**config.mk**
```make
export PLATFORM = sky130hd
export DESIGN_NAME = srl_fifo_occ
export DESIGN_NICKNAME = d
export VERILOG_FILES = /design/src/rtl/srl_fifo_occ.sv
export SDC_FILE = /design/constraint.sdc
export NUM_CORES = 1
export LEC_CHECK = 0
export CORE_ASPECT_RATIO = 0.6
export CORE_MARGIN = 3
export CORE_UTILIZATION = 53
export CTS_CLUSTER_SIZE = 14
export DETAILED_ROUTE_END_ITERATION = 8
export PLACE_DENSITY = 0.84
export SKIP_CTS_REPAIR_TIMING = 1
export SYNTH_ARGS = -nofsm -noshare
export SYNTH_HDL_FRONTEND = slang
export SYNTH_SLANG_ARGS = --single-unit
```
**constraint.sdc**
```tcl
create_clock -name clk -period 5.4 [get_ports clk]
set_input_delay 0.81 -clock clk [delete_from_list [all_inputs] [get_ports clk]]
set_output_delay 0.81 -clock clk [all_outputs]
set_load 0.01 [all_outputs]
```
**src/rtl/srl_fifo_occ.sv**
```systemverilog
// Shift-register FIFO with occupancy count, almost-full/empty flags, synchronous
// flush and an optional registered first-word-fall-through output stage.
module srl_fifo_occ #(
   parameter int unsigned DATA_WIDTH = 8,
   parameter int unsigned DEPTH      = 16,
   parameter int unsigned ADDR_WIDTH = 4,
   parameter int unsigned AF_THRESH  = DEPTH - 2,
   parameter int unsigned AE_THRESH  = 1,
   parameter int unsigned OUT_REG    = 0
) (
   input  logic                  clk,
   input  logic                  reset,
   input  logic                  flush,
   input  logic                  if_write_ce,
   input  logic                  if_write,
   input  logic [DATA_WIDTH-1:0] if_din,
   output logic                  if_full_n,
   input  logic                  if_read_ce,
   input  logic                  if_read,
   output logic [DATA_WIDTH-1:0] if_dout,
   output logic                  if_empty_n,
   output logic [ADDR_WIDTH:0]   if_num_data,
   output logic                  almost_full,
   output logic                  almost_empty
);

   localparam logic [ADDR_WIDTH:0] CNT_MAX = (ADDR_WIDTH+1)'(DEPTH);
   localparam logic [ADDR_WIDTH:0] AF_LVL  = (ADDR_WIDTH+1)'(AF_THRESH);
   localparam logic [ADDR_WIDTH:0] AE_LVL  = (ADDR_WIDTH+1)'(AE_THRESH);

   logic [DEPTH-1:0][DATA_WIDTH-1:0] srl_sig;
   logic [ADDR_WIDTH:0]              count;
   logic [ADDR_WIDTH:0]              count_nxt;
   logic [ADDR_WIDTH-1:0]            rd_addr;
   logic [DATA_WIDTH-1:0]            head;
   logic                             wr_acc;
   logic                             rd_acc;
   logic                             pop;

   assign if_full_n = (count != CNT_MAX);
   assign wr_acc    = if_write & if_write_ce & if_full_n;

   // Storage is deliberately left out of reset; only occupancy defines validity.
   always_ff @(posedge clk) begin
      if (wr_acc) begin
         srl_sig <= {srl_sig[DEPTH-2:0], if_din};
      end
   end

   always_comb begin
      rd_addr = '0;
      if (count != '0) begin
         rd_addr = ADDR_WIDTH'(count - 1'b1);
      end
   end

   assign head = srl_sig[rd_addr];

   always_comb begin
      count_nxt = count;
      if (wr_acc && !pop) begin
         count_nxt = count + 1'b1;
      end else if (!wr_acc && pop) begin
         count_nxt = count - 1'b1;
      end
   end

   always_ff @(posedge clk) begin
      if (reset || flush) begin
         count <= '0;
      end else begin
         count <= count_nxt;
      end
   end

   if (OUT_REG != 0) begin : g_out_reg
      logic                  out_vld;
      logic [DATA_WIDTH-1:0] out_data;

      assign rd_acc = if_read & if_read_ce & out_vld;
      // Refill whenever the output stage is empty or being consumed this cycle.
      assign pop    = (count != '0) & (~out_vld | rd_acc);

      always_ff @(posedge clk) begin
         if (reset) begin
            out_vld  <= 1'b0;
            out_data <= '0;
         end else if (flush) begin
            out_vld  <= 1'b0;
         end else if (pop) begin
            out_vld  <= 1'b1;
            out_data <= head;
         end else if (rd_acc) begin
            out_vld  <= 1'b0;
         end
      end

      assign if_empty_n  = out_vld;
      assign if_dout     = out_data;
      assign if_num_data = count + {{ADDR_WIDTH{1'b0}}, out_vld};
   end else begin : g_comb_out
      assign rd_acc      = if_read & if_read_ce & (count != '0);
      assign pop         = rd_acc;
      assign if_empty_n  = (count != '0);
      assign if_dout     = head;
      assign if_num_data = count;
   end

   assign almost_full  = (count >= AF_LVL);
   assign almost_empty = (if_num_data <= AE_LVL);

endmodule

```
[After elaboration in Yosys (flattened, before gate mapping)]
Cells that the tools add are included.
Storage, ports and cells
  output and inout bits: 17
  register bits after elaboration: 133
Operators by class
  reduce and logical (&&, ||, !) cells: 7
  add/subtract/negate cells: 2
  bitwise operators: 4
  equal/unequal tests: 1
  order comparisons: 3
  multiplexer cells: 5
Operator list (count)
  $bmux 8 s4: 1
  $mux 5: 2
  $mux 8: 1
  $add 5x1->5 const B: 1
  $ge 5x4->1 const B: 1
  $le 5x1->1 const B: 1
  $lt 4x5->1 const B: 1
  $ne 5x5->1 const B: 1
  $reduce_bool 5->1: 1
  $sub 5x1->5 const B: 1
  $and 1x1->1: 4
  $mux 4: 1
  $logic_and 1x1->1: 2
  $logic_not 1->1: 2
  $reduce_bool 2->1: 1
  $logic_or 1x1->1: 1

[Longest topological paths before layout]
  word-level depth: 6
  depth in mapped cells: 15

[Least setup slack after synthesis]
Ideal clock, no wire load.
  kind: reg2reg
  from: register count[0], in the netlist if_num_data[0]
  to: register count[3], in the netlist if_num_data[3]
  data arrival time: 5.795 ns
  path slack: -0.511 ns
  stages on the path, launching flop included: 14
  path buffers: 3
  path through: dfxtp_1 > buf_2 > inv_1 > clkbuf_1 > clkbuf_1 > ha_1 > nand3_1 > and3_1 > ha_1 > nand2_1 > o32a_1 > nor2_1 > xnor2_1 > nor3_1
On the way
  longest elaborated chain between the ends: 5
  elaborated cells between the ends (all ways): 13
  those cells by class: 2 x add/sub; 1 x eq/ne; 2 x mux; 2 x bitwise; 6 x reduce/logical
RTL lines
  from (decl): RTL line 32  | logic [ADDR_WIDTH:0] count;
  from (signal assigned): RTL line 72  | count <= count_nxt;
  $ne 5x5->1 (*): RTL line 40  | assign if_full_n = (count != CNT_MAX);
  named net if_full_n: RTL line 17  | output logic if_full_n,
  $and 1x1->1 (*): RTL line 41  | assign wr_acc = if_write & if_write_ce & if_full_n;
  named net wr_acc: RTL line 36  | logic wr_acc;
  $logic_not 1->1: RTL line 63  | end else if (!wr_acc && pop) begin
  $logic_and 1x1->1: RTL line 63
  $reduce_bool 2->1 (no line)
The timed path passes the listed nets; every way through them passes the cells marked *. The select of a mux whose other input is x is not followed.
A chain may end at the register's enable or synchronous reset.

[Worst setup path in the final report]
  from: register count[1], in the netlist if_num_data[1]
  to: output port if_dout[1]
On the way
  longest elaborated chain between the ends: 4
  elaborated cells between the ends (all ways): 5
  those cells by class: 1 x add/sub; 3 x mux; 1 x reduce/logical
RTL lines
  $sub 5x1->5 / $reduce_bool 5->1 (equally long branches)
  $mux 4 (*): RTL line 52  | if (count != '0) begin
  $bmux 8 s4 (*): RTL line 57  | assign head = srl_sig[rd_addr];
  $mux 8 (implied by the code) (*): RTL line 57
  to (decl): RTL line 20  | output logic [DATA_WIDTH-1:0] if_dout,
Every way passes the cells marked *; elsewhere a longest branch is shown, timed or not. The select of a mux whose other input is x is not followed.

==> impl_metrics.yaml <==
synthesis:
  synth_edf_count: 128
  synthesis.area_sq_mm: 0.005670
  yosysWarningCount: 0
  synth_top_area_frac: 0.6778
  synth_flop_cell: "edfxtp_1"
  synth_common_cells: "edfxtp_1, nor2_1, nand3_1, o21ai_0, mux2i_1"
  syn_avg_cell_area_sq_um: 14.18
  seq_area_frac_synth: 0.6955
  ys_ff_latch: 133
  async_flop_share: 0
  synth_most_common_cell: "edfxtp_1"
  synth_cells: 400
  synth_cell_types: 44
  synth_top_cell_by_area: "edfxtp_1"
  syn_nets: 421
  ys_top_cells_by_area: "edfxtp_1, mux2i_1, nand3_1, o21ai_0, o2bb2ai_1"
worst_hold_path:
  holdCritPathClass: "flip-flop to flip-flop"
  holdPathEnd: "srl_sig[14]$_DFFE_PP_"
  hold_depth: 0
  hp-start: "srl_sig[6]$_DFFE_PP_"
die:
  initial_core_util: 0.5601
  die-area_sq_mm: 0.01202
  core-area_sq_mm: 0.01012
  num_io_pins: 32
  die_h_microns: 86.12
  rows: 28
  die_x_microns: 139.5
drt:
  wl_per_cell_microns: 20.81
  drtIter0Drc: 518
  viasPerCell: 6.263
  dr_total_vias: 3614
  drt-pass1-iter-count: 5
  drc: 0
  routed_wl_microns: 12010
  detail-route-antenna-nets: 0
global_routing:
  grt_pass1_vias: 3525
  grt_pass1_wl_microns: 19380
  track_usage: 0.2105
  antenna_found_initial: 0
  overflow: 0
  grt_start_max_net_pins: 69
run:
  maxCapViolations: 0
critical_path:
  reg2reg_from: "if_num_data[2]$_SDFFE_PP0P_"
  rr_worst_depth: 9
  cp.required_ns: 4.59
  worstPathMaxFanout: 20
  setup.worst_path.start_class: "flip-flop"
  crit_type: "flip-flop to primary output"
  arrival_ns: 3.96
  reg2reg_slack_ns: 2.35
  r2r_end: "if_num_data[3]$_SDFFE_PP0P_"
  critPathCaptureType: "primary output"
timing:
  tightest_slew_ns: 1.097
  fin_skew_ns: 0.006719
  rsz0062_at_grt: "false"
  hold_violations: 0
  finalSetupViolCount: 0
  slew_violations: 0
  fin_crit_sh: 0.8831
  final.setup.tns_ns: 0
  post-route-min-period_ns: 4.768
  max_freq_mhz: 209.7
  relSlewSlack: 0.2686
cts:
  cts_root_buf: "clkbuf_16"
  clk_latency_ns: 0.41
  clkSinkCount: 133
  cts_buffer_depth: 2
  tritoncts: "done"
  cts_max_level: 4
  cts_inserted_buffers: 17
  clkTransAtPathRegs_ns: 0.05
finish:
  antenna_cells: 0
  fin_util: 0.6537
  finalNetCount: 450
  layout-drive-gt1-share: 0.09276
  area_delta_synth_final_pct: 16.73
  fillers: 698
status:
  status: "completed"
placement:
  gp_congestion: 0.8473
  numPortBuffers: 31
  dp_hpwl_microns: 7351
power_and_ir_drop:
  p_leak_nw: 2.180
  power_density_mw_per_mm2: 419.3
  ir_drop_v: 0.0002994
## metrics by stage
step           hold slack [ns]  setup slack, ns  instance area (sq um)  total power [mW]  std cells
2_1_floorplan           0.4195            1.050                   5672             1.543        400
3_3_place_gp            0.4211            1.330                   6071             1.703        545
3_5_place_dp            0.4290            1.145                   6071             1.721        545
4_1_cts                 0.4453           0.6438                   6619             2.788        577
5_1_grt                 0.4580           0.4277                   6619             2.886        577
6_report                0.4434           0.6315                   6619             2.775        577
## layout by cell type, fill, tap and decap left out, types with 8 or more instances in the layout
master             n
edfxtp_1         128
mux2i_1           22
a211oi_1           8
nor2_1            28
a21oi_1           14
a21boi_0           9
nand2_1           15
clkbuf_16         17
o21ai_0           24
nand3_1           26
o2bb2ai_1         13
clkdlybuf4s50_1   31
nor3_1            10
## worst max-delay path, cell delays in order (launching register included)
cell,delay (ns)
dfxtp_1,0.46
inv_1,0.15
ha_1,0.77
a21boi_0,0.22
a31oi_2,0.68
nand3_1,0.31
a22oi_1,0.28
o221ai_1,0.15
clkdlybuf4s50_1,0.50
## state kept, by name (all words and copies together), names as in the netlist
register     flops
if_num_data      5
srl_sig        128
## area by class of cell
| type | count | area (sq um) | share of cell area |
|---|---|---|---|
| Sequential cell | 133 | 3945 | 0.5960 |
| Multi-Input combinational cell | 236 | 1587 | 0.2397 |
| Clock buffer | 19 | 432.9 | 0.06541 |
| Timing Repair Buffer | 37 | 355.3 | 0.05369 |
| Tap cell | 135 | 168.9 | 0.02552 |
| Clock inverter | 13 | 115.1 | 0.01739 |
| Inverter | 4 | 15.01 | 0.002268 |
## power breakdown
group          switching (mW)  total (mW)  internal (mW)
sequential             0.0304        1.22           1.19
combinational           0.285       0.489          0.204
clock                   0.401        1.07          0.666
## layer usage
layer / wire, microns / GRT usage / vias up / part of all wire
met3: 1061 / 0.06685 / 16 / 0.088
met4: 151 / 0.06332 / 0 / 0.013
met2: 5263 / 0.2918 / 189 / 0.44
li1: - / - / 1624 / -
met5: 0 / 0 / - / 0
met1: 5531 / 0.3193 / 1785 / 0.46
## cell families after synthesis
family | after synthesis | synth area share
flops | 133 | 0.6955
simple gates | 103 | 0.09047
compound gates | 96 | 0.1207
buf+inv | 31 | 0.02559
mux | 26 | 0.04678
fa+ha+maj | 6 | 0.01324
xor+xnor | 5 | 0.007724
## worst max path at each step
stage,start,end,slack [ns],cells past startpoint
finish,if_num_data[1]$_SDFFE_PP0P_,if_dout[1],0.63,8
global route,if_num_data[1]$_SDFFE_PP0P_,if_dout[1],0.43,8
CTS,if_num_data[1]$_SDFFE_PP0P_,if_dout[1],0.64,7
detailed placement,if_num_data[1]$_SDFFE_PP0P_,if_dout[1],1.15,8
global placement,if_num_data[1]$_SDFFE_PP0P_,if_dout[0],1.33,8
floorplan,if_num_data[0]$_SDFFE_PP0P_,if_num_data[3]$_SDFFE_PP0P_,1.05,13
No activity file was read; power rests on OpenSTA's default activity.
